--- src/rtl/updown_btn_ctrl_pkg.sv ---
// Shared types and constants for the up/down button control stage.
package updown_btn_ctrl_pkg;

    localparam int unsigned SYNC_STAGES = 2;

    localparam logic DIR_UP = 1'b1;
    localparam logic DIR_DN = 1'b0;

    typedef enum logic [1:0] {
        ST_IDLE   = 2'd0,
        ST_DELAY  = 2'd1,
        ST_REPEAT = 2'd2,
        ST_LOCK   = 2'd3
    } state_e;

endpackage

--- src/rtl/updown_btn_ctrl_debounce.sv ---
// Two-flop synchroniser plus stability counter for one raw push-button.
module btn_debounce
    import updown_btn_ctrl_pkg::*;
#(
    parameter int unsigned DEBOUNCE_CYCLES = 16,
    parameter int unsigned CNT_W           = 16
) (
    input  logic clk,
    input  logic rst,
    input  logic btn_raw,
    output logic btn_db
);

    logic [SYNC_STAGES-1:0] r_sync;
    logic [CNT_W-1:0]       r_cnt;
    logic                   r_db;
    logic                   w_sync;

    assign w_sync = r_sync[SYNC_STAGES-1];

    // Level flips only after DEBOUNCE_CYCLES consecutive disagreeing samples.
    always_ff @(posedge clk or negedge rst) begin
        if (!rst) begin
            r_sync <= '0;
            r_cnt  <= '0;
            r_db   <= 1'b0;
        end else begin
            r_sync <= {r_sync[SYNC_STAGES-2:0], btn_raw};
            if (w_sync != r_db) begin
                if (r_cnt == CNT_W'(DEBOUNCE_CYCLES - 1)) begin
                    r_db  <= ~r_db;
                    r_cnt <= '0;
                end else begin
                    r_cnt <= r_cnt + CNT_W'(1);
                end
            end else begin
                r_cnt <= '0;
            end
        end
    end

    assign btn_db = r_db;

endmodule

--- src/rtl/updown_btn_ctrl.sv ---
// Turns debounced up/down buttons into single-cycle step pulses with
// auto-repeat for the downstream up/down counter.
module updown_btn_ctrl
    import updown_btn_ctrl_pkg::*;
#(
    parameter int unsigned DEBOUNCE_CYCLES = 16,
    parameter int unsigned REPEAT_DELAY    = 256,
    parameter int unsigned REPEAT_PERIOD   = 64,
    parameter int unsigned CNT_W           = 16
) (
    input  logic clk,
    input  logic rst,
    input  logic btn_up,
    input  logic btn_dn,
    output logic enable,
    output logic direction,
    output logic locked
);

    state_e           r_state;
    state_e           w_state_nxt;
    logic [CNT_W-1:0] r_timer;
    logic [CNT_W-1:0] w_timer_nxt;
    logic             r_enable;
    logic             w_enable_nxt;
    logic             r_dir;
    logic             w_dir_nxt;
    logic             r_locked;
    logic             w_locked_nxt;
    logic             w_u;
    logic             w_d;
    logic             w_act;
    logic             w_other;

    btn_debounce #(
        .DEBOUNCE_CYCLES (DEBOUNCE_CYCLES),
        .CNT_W           (CNT_W)
    ) u_db_up (
        .clk     (clk),
        .rst     (rst),
        .btn_raw (btn_up),
        .btn_db  (w_u)
    );

    btn_debounce #(
        .DEBOUNCE_CYCLES (DEBOUNCE_CYCLES),
        .CNT_W           (CNT_W)
    ) u_db_dn (
        .clk     (clk),
        .rst     (rst),
        .btn_raw (btn_dn),
        .btn_db  (w_d)
    );

    // The held button is the one matching the last pulsed direction.
    assign w_act   = (r_dir == DIR_UP) ? w_u : w_d;
    assign w_other = (r_dir == DIR_UP) ? w_d : w_u;

    always_ff @(posedge clk or negedge rst) begin
        if (!rst) begin
            r_state  <= ST_IDLE;
            r_timer  <= '0;
            r_enable <= 1'b0;
            r_dir    <= DIR_UP;
            r_locked <= 1'b0;
        end else begin
            r_state  <= w_state_nxt;
            r_timer  <= w_timer_nxt;
            r_enable <= w_enable_nxt;
            r_dir    <= w_dir_nxt;
            r_locked <= w_locked_nxt;
        end
    end

    always_comb begin
        w_state_nxt  = r_state;
        w_timer_nxt  = (r_timer != '0) ? (r_timer - CNT_W'(1)) : '0;
        w_enable_nxt = 1'b0;
        w_dir_nxt    = r_dir;
        w_locked_nxt = 1'b0;

        case (r_state)
            ST_IDLE: begin
                if (w_u && w_d) begin
                    w_state_nxt = ST_LOCK;
                end else if (w_u || w_d) begin
                    w_enable_nxt = 1'b1;
                    w_dir_nxt    = w_u ? DIR_UP : DIR_DN;
                    w_timer_nxt  = CNT_W'(REPEAT_DELAY - 1);
                    w_state_nxt  = ST_DELAY;
                end
            end
            ST_DELAY, ST_REPEAT: begin
                if (!w_act) begin
                    w_state_nxt = ST_IDLE;
                end else if (w_other) begin
                    w_state_nxt = ST_LOCK;
                end else if (r_timer == '0) begin
                    w_enable_nxt = 1'b1;
                    w_timer_nxt  = CNT_W'(REPEAT_PERIOD - 1);
                    w_state_nxt  = ST_REPEAT;
                end
            end
            ST_LOCK: begin
                if (!w_u && !w_d) begin
                    w_state_nxt = ST_IDLE;
                end
            end
            default: w_state_nxt = ST_IDLE;
        endcase

        w_locked_nxt = (w_state_nxt == ST_LOCK);
    end

    assign enable    = r_enable;
    assign direction = r_dir;
    assign locked    = r_locked;

endmodule

--- config.mk ---
export PLATFORM = sky130hd
export DESIGN_NAME = updown_btn_ctrl
export DESIGN_NICKNAME = d
export VERILOG_FILES = /design/src/rtl/updown_btn_ctrl_pkg.sv /design/src/rtl/updown_btn_ctrl_debounce.sv /design/src/rtl/updown_btn_ctrl.sv
export SDC_FILE = /design/constraint.sdc
export NUM_CORES = 1
export LEC_CHECK = 0
export CAP_MARGIN = 20
export CORE_MARGIN = 3
export CORE_UTILIZATION = 35
export CTS_BUF_LIST = sky130_fd_sc_hd__clkbuf_8
export DETAILED_ROUTE_END_ITERATION = 10
export PLACE_DENSITY_LB_ADDON = 0.12
export SLEW_MARGIN = 20
export SYNTH_ARGS = -nofsm -noshare
export SYNTH_HDL_FRONTEND = slang
export SYNTH_SLANG_ARGS = --single-unit
--- constraint.sdc ---
create_clock -name clk -period 4.3 [get_ports clk]
set_clock_uncertainty 0.2 [all_clocks]
set_input_delay 0.86 -clock clk [delete_from_list [all_inputs] [get_ports clk]]
set_output_delay 0.86 -clock clk [all_outputs]
set_load 0.02 [all_outputs]
* Word-level counts from Yosys, hierarchy flattened
Cells that the tools add are included.
Operators by class: eq/ne operators 8, reduce and logical (&&, ||, !) cells 12, bitwise operators 3, $add $sub $neg 3, multiplexer cells 27
Operator list (number):
- $mux 16 | 10
- $add 16x1->16 const B | 2
- $eq 16x4->1 const B | 2
- $pmux 16 s2 | 1
- $logic_not 16->1 | 1
- $reduce_bool 16->1 | 1
- $sub 16x1->16 const B | 1
- $mux 2 | 6
- $mux 1 | 8
- $eq 2x2->1 const B | 3
- $pmux 2 s3 | 1
- $reduce_and 2->1 | 2
- $not 1->1 | 3
- $reduce_and 3->1 | 1
- $eq 2x1->1 const B | 1
- $logic_and 1x1->1 | 2
- $logic_not 1->1 | 2
- $logic_not 2->1 | 1
- $ne 1x1->1 | 2
- $pmux 1 s2 | 1
- $reduce_or 2->1 | 1
- $logic_or 1x1->1 | 1
Storage, ports and cells: logic and storage cells 64, input port bits 4, output and inout bits 3, flip-flop bits (word level) 59

* Depth between registers and ports, before layout
Gate-level depths: netlist (run 1).
depth in word-level cells 6, gate-level depth with buffers 7, depth with buffers taken out 6

* Modules after synthesis
From an unflattened synthesis (run 1), not the netlist that was laid out.
Second synthesis, totals: cell total of the unflattened synthesis 295, area total of the unflattened synthesis 3119.2 µm²
By module, submodules not included:
- btn_debounce | sequential area each 475.5 µm², area an instance 937.1 µm², times used 2, cells an instance 86
- updown_btn_ctrl | sequential area each 526.8 µm², area an instance 1244.9 µm², times used 1, cells an instance 123

* Worst setup path before layout (run 1)
OpenSTA, ideal clock, no wires.
path kind flip-flop to flip-flop, start register u_db_up.r_db, in the netlist u_db_up.btn_db, end register r_timer[10], required time 3.950 ns, buffers on the path 1, period minus slack after synthesis 2.051 ns, library setup time 0.150 ns, arrival time 1.701 ns, slack 2.249 ns, cell stages (with the launch flop) 7, path through dfrtp_1 clkbuf_1 inv_1 ha_1 o21a_1 o31ai_1 nor2_1
Between the ends: longest elaborated chain between the ends 4, elaborated cells on any way between the ends 9, those cells by class mux: 7; reduce/logical: 2
Ends and longest elaborated chain:
- start, declared | RTL line updown_btn_ctrl_debounce.sv:16 | logic r_db;
- start signal, assigned | RTL line updown_btn_ctrl_debounce.sv:31 | r_db <= ~r_db;
- $mux 1 / $logic_or 1x1->1 (equally long branches) | RTL line updown_btn_ctrl.sv:57, updown_btn_ctrl.sv:86
- $mux 16, on equally long branches | RTL line updown_btn_ctrl.sv:96, updown_btn_ctrl.sv:86
- $mux 16, on equally long branches | RTL line updown_btn_ctrl.sv:94, updown_btn_ctrl.sv:84
- $pmux 16 s2 * | RTL line updown_btn_ctrl.sv:82 | case (r_state)
- net w_timer_nxt[10] | RTL line updown_btn_ctrl.sv:23 | logic [CNT_W-1:0] w_timer_nxt;
- end signal, assigned | RTL line updown_btn_ctrl.sv:68 | r_timer <= w_timer_nxt;
- end, declared | RTL line updown_btn_ctrl.sv:22 | logic [CNT_W-1:0] r_timer;
Mark *: on every way through the listed nets, which the timed path passes. The rest lies on a longest branch. A chain may end at the register's enable or synchronous reset.

* Worst setup path after layout (run 1)
start register r_dir, in the netlist direction, end output port direction
RTL lines:
- start, declared | RTL line updown_btn_ctrl.sv:26 | logic r_dir;
- start signal, assigned | RTL line updown_btn_ctrl.sv:70 | r_dir <= w_dir_nxt;
- end, declared | RTL line updown_btn_ctrl.sv:16 | output logic direction,
No word-level cell between the ends.

==> results of run 1 <==
-- sequential cells by signal, summed over array words and instances (netlist names) --
signal / flops
enable: 1
direction: 1
u_db_dn.r_sync: 2
u_db_up.r_cnt: 16
u_db_up.btn_db: 1
u_db_dn.btn_db: 1
u_db_dn.r_cnt: 16
locked: 1
r_timer: 16
r_state: 2
u_db_up.r_sync: 2
-- metal layers --
metal  routed length, um  global-route usage  up-vias  part of all wire
met1                2923              0.1903     1028              0.52
met5                   0                   0        -                 0
met4                  76             0.04473        0             0.013
met2                2497              0.1874       16              0.44
li1                    -                   -     1084                 -
met3                 161             0.04143        6             0.028
-- layout make-up --
type	instances	area [sq um]
clock buffer	10	137.6
clock inverter	6	88.84
fill	777	4603
inverter	10	37.54
multi-input combinational	218	1433
sequential	59	1478
tap	102	127.6
timing repair buffer	7	62.56
-- cell usage in the layout (no fill, tap or decap), types with 7 or more instances in the layout --
master	instances
nand4_1	11
dfrtp_1	58
nand3_1	11
xor2_1	20
a21oi_1	12
nor4_1	12
inv_1	10
xnor2_1	14
clkbuf_8	10
nand2_1	18
o21ai_0	20
nor2_1	34
o31ai_1	7
ha_1	8
-- worst paths after layout --
kind                                           to  slack [ps]  cells past startpoint
worst min-delay path            u_db_dn.r_sync[1]         170                      0
worst max register to register        r_timer[15]        1930                      5
min in group asynchronous              r_timer[9]         420                      1
worst min register to register  u_db_dn.r_sync[1]         170                      0
worst max-delay path                    direction        1680                      1
max in group asynchronous        u_db_dn.r_cnt[4]        2650                      2
-- logic make-up (layout without fill, tap and decap cells) --
kind of cell	count (synthesis)	after routing	synth area share
XOR/XNOR	34	34	0.1003
AND/OR/NAND/NOR	127	127	0.2447
adder cells (fa/ha/maj)	8	8	0.03370
AO/OA/AOI/OAI	45	45	0.08888
flip-flops	59	59	0.4975
multiplexers	4	4	0.01474
buffers and inverters	16	33	0.02022
-- power breakdown --
part | switching, uW | internal, uW
Sequential | 84.2 | 630
Clock | 228 | 342
Combinational | 222 | 163
-- stage by stage --
| stage | worst slack, ps | hold slack (ps) | power (uW) | area [sq um] | utilization |
|---|---|---|---|---|---|
| after floorplan | 2249 | 131.2 | 1014 | 2970 | - |
| after global placement | 1970 | 159.7 | 1107 | 3138 | 0.3938 |
| after detailed placement | 1877 | 153.0 | 1112 | 3138 | 0.3938 |
| after CTS | 1644 | 170.0 | 1697 | 3364 | 0.4223 |
| after global routing | 1610 | 179.2 | 1784 | 3364 | 0.4223 |
| final | 1679 | 170.6 | 1668 | 3364 | 0.4223 |
==> flow_summary.yaml, run 1 <==
routing:
  drt-wirelength-per-cell_um: 13.74
  num_vias: 2134
  drt_iter0_drc: 74
  vias_per_cell: 5.180
  drcViolationCount: 0
  ant_nets: 0
  firstDrtPassIters: 4
  wl_um: 5659
setup_path:
  worst_path_dominant_cell_family: "buffers and inverters"
  setup.worst_path.start_class: "register"
  path_cells: "clkdlybuf4s50_1"
  cp.arrival_ps: 1560
  required_ps: 3240
  timing.critical_path.buf_inv: 1
  crit_path_end_kind: "output pin"
  crit_path_max_incr_delay_ps: 620
  r2r-start: "u_db_up.btn_db"
  critPathLaunch: "direction"
  critical_path_class: "reg2out"
  slowest_stage: "clkdlybuf4s50_1"
  crit_fanout: 8
yosys:
  synth_warnings: 0
  synth-seq-cells: 59
  synth_most_common_cell: "dfrtp_1"
  ys_seq_area_frac: 0.4975
  synth-async-reset-ratio: 1.000
  yosys-top-cells-area: "dfrtp_1 49%, xor2_1 5.9%, nor2_1 4.3%, xnor2_1 4.1%, ha_1 3.4%"
  syn_nets: 305
  avgSynthCellArea_sq_um: 10.14
  yosys.area.top_type_share: 0.4886
  synth_ff_type: "dfrtp_1"
  synth_top_cell_by_area: "dfrtp_1"
  synthCells: 293
  synth_common_cells: "58 x dfrtp_1, 34 x nor2_1, 20 x o21ai_0, 20 x xor2_1, 18 x nand2_1"
  synth_cell_type_count: 40
  synth-edff-count: 0
  syn_area_sq_um: 2970
timing:
  max-slew-margin-rel: 0.3152
  rsz0062_at_grt: "false"
  drv_slew: 0
  setup_violations: 0
  finalSetupTns_ps: 0
  finalCriticalPeriod_ps: 2621
  worst_slew_pin_slew_ps: 1018
  fmax_mhz: 381.5
  hold_viol: 0
  fin_crit_sh: 0.6096
placed_design:
  gp_congestion: 0.7865
  port_buffers: 6
  dpl.cell_count: 396
  dp_hpwl_um: 3805
floorplanning:
  die-area_sq_um: 9629
  start_util: 0.3728
  coreArea_sq_um: 7968
  die_h_um: 98.13
  die_w_um: 98.13
  ios: 7
  num_rows: 32
clock_network:
  postCtsHoldBufs: 0
  path_clk_slew_ps: 70
  htreeDepth: 3
  cts_tree: "done"
  cts_buffer_depth: 2
  cts_resized: 0
  post_cts_buffers: 0
  clk_root_buffer_cell: "clkbuf_8"
  cts_buffers: 9
  clock_latency_ps: 330
  clock-sinks: 59
grt:
  antenna_found_initial: 0
  grt_pass1_vias: 2082
  grt_usage: 0.1321
  grt_max_degree: 37
  overflow: 0
  grt_pass1_wl_um: 10360
layout:
  fin_nets: 317
  final_cells: 412
  drive_gt1_frac: 0.09677
  antennaDiodeCount: 0
  area_growth_pct: 13.27
job:
  cap_violations: 0
pwr:
  power.density_nw_per_um2: 495.9
  power.leakage_uw: 0.001410
  ir_drop_mv: 0.1692
run_status:
  status: "completed"
hold_path:
  hp-class: "reg2reg"
  hp-start: "u_db_dn.r_sync[0]"
No activity file was read; power rests on OpenSTA's default activity.
==> run 2, diff against run 1 <==
- clock period: 4.3 -> 2.3 ns (I/O delays scaled with it)
==> flow_summary.yaml, run 2 (synthesized netlist as in run 1, its figures left out) <==
run_status:
  status: "completed"
clock_network:
  htreeDepth: 3
  clock_latency_ps: 330
  cts_tree: "done"
  clock-sinks: 59
  clk_root_buffer_cell: "clkbuf_8"
  cts_buffer_depth: 2
  cts_buffers: 9
  path_clk_slew_ps: 70
  post_cts_buffers: 0
grt:
  grt_pass1_vias: 2135
  grt_pass1_wl_um: 10180
  grt_usage: 0.1313
  antenna_found_initial: 0
  grt_max_degree: 60
  overflow: 0
timing:
  hold_viol: 0
  max-slew-margin-rel: 0.5850
  fmax_mhz: 474.4
  fin_crit_sh: 0.9164
  finalSetupTns_ps: 0
  rsz0062_at_grt: "false"
  drv_slew: 0
  worst_slew_pin_slew_ps: 618.8
  setup_violations: 0
  timing.final.ws_setup_ps: 192.3
  finalCriticalPeriod_ps: 2108
layout:
  area_growth_pct: 16.13
  antennaDiodeCount: 0
  fin_nets: 327
  nFillCells: 783
  reg_top3: "r_timer (16), u_db_dn.r_cnt (16), u_db_up.r_cnt (16)"
  drive_gt1_frac: 0.1219
  most-common-layout-cells: "58 x dfrtp_1, 34 x nor2_1, 20 x o21ai_0, 20 x xor2_1, 18 x nand2_1"
  design_area_sq_um: 3450
  final_common_cell: "dfrtp_1"
routing:
  wl_um: 5583
  firstDrtPassIters: 4
  drt-wirelength-per-cell_um: 13.23
  drt_iter0_drc: 82
  ant_nets: 0
  drcViolationCount: 0
  vias_per_cell: 5.116
  num_vias: 2159
placed_design:
  gp_congestion: 0.7272
  postPlaceCellArea_sq_um: 3218
  dp_hpwl_um: 3769
  place_ws_ps: 47.46
  port_buffers: 6
floorplanning:
  die-area_sq_um: 9629
  die_h_um: 98.13
  num_rows: 32
  coreArea_sq_um: 7968
  die_w_um: 98.13
  start_util: 0.3728
  ios: 7
pwr:
  power.density_nw_per_um2: 906.0
  power.leakage_uw: 0.001483
  ir_drop_mv: 0.3066
setup_path:
  crit_path_end_kind: "register"
  critical_path_class: "reg2reg"
  required_ps: 2340
  timing.critical_path.buf_inv: 0
  cp.arrival_ps: 2150
  worst_path_dominant_cell_family: "simple AND/OR/NAND/NOR gates"
  setup.worst_path.start_class: "register"
  path_cells: "ha_1, or4b_2, o31a_1, o21ai_0"
  crit_fanout: 7
  crit_path_max_incr_delay_ps: 740
  slowest_stage: "or4b_2"
hold_path:
  hp-class: "reg2reg"
job:
  cap_violations: 0
==> run 2: area by class of cell <==
type | count | area [sq um] | share of cell area
Sequential cell | 59 | 1478 | 0.4284
Multi-Input combinational cell | 218 | 1438 | 0.4168
Clock buffer | 12 | 165.2 | 0.04788
Timing Repair Buffer | 17 | 155.1 | 0.04498
Tap cell | 102 | 127.6 | 0.03700
Clock inverter | 4 | 48.80 | 0.01415
Inverter | 10 | 37.54 | 0.01088
==> run 2: worst register-to-register path, delay by kind of cell (launching register included) <==
family	cells	cell delay [ps]
fa+ha+maj	1	320
compound gates	2	310
simple gates	1	740
flops	1	440
==> run 2: final timing paths <==
path                                     end  cells past startpoint              start  slack [ps]
max                               r_timer[5]                      4         r_state[0]         190
max in group asynchronous          direction                      3                rst        1120
max reg2reg                       r_timer[5]                      4         r_state[0]         190
min reg2reg                u_db_up.r_sync[1]                      0  u_db_up.r_sync[0]         150
min in group asynchronous         r_timer[9]                      3                rst         460
min                        u_db_up.r_sync[1]                      0  u_db_up.r_sync[0]         150
==> run 2: routing by layer <==
layer | GRT usage | vias to the layer above | part of all wire
met3 | 0.04786 | 8 | 0.040
met4 | 0.05005 | 0 | 0.015
met1 | 0.1783 | 1035 | 0.51
met5 | 0 | - | 0
li1 | - | 1092 | -
met2 | 0.1916 | 24 | 0.44
==> run 2: metrics by stage <==
| step | power (uW) | hold slack, ps | std cells | util |
|---|---|---|---|---|
| 5_1_grt | 3362 | 160.9 | 422 | 0.4329 |
| 6_report | 3125 | 148.5 | 422 | 0.4329 |
| 3_3_place_gp | 2148 | 136.1 | 405 | 0.4039 |
| 4_1_cts | 3183 | 151.2 | 422 | 0.4320 |
| 3_5_place_dp | 2158 | 134.7 | 405 | 0.4039 |
| 2_1_floorplan | 1896 | -35.59 | 293 | - |
==> run 2: power by group <==
part	switching, uW	internal, uW
clock	402	585
combinational	437	368
sequential	157	1180
==> run 2: repair_timing <==
action | CTS | global route
endpoints found under the setup margin | 0 | 1
hold buffers | 1 | 0
endpoints found under the hold margin | 58 | 0
resized for setup | 0 | 1
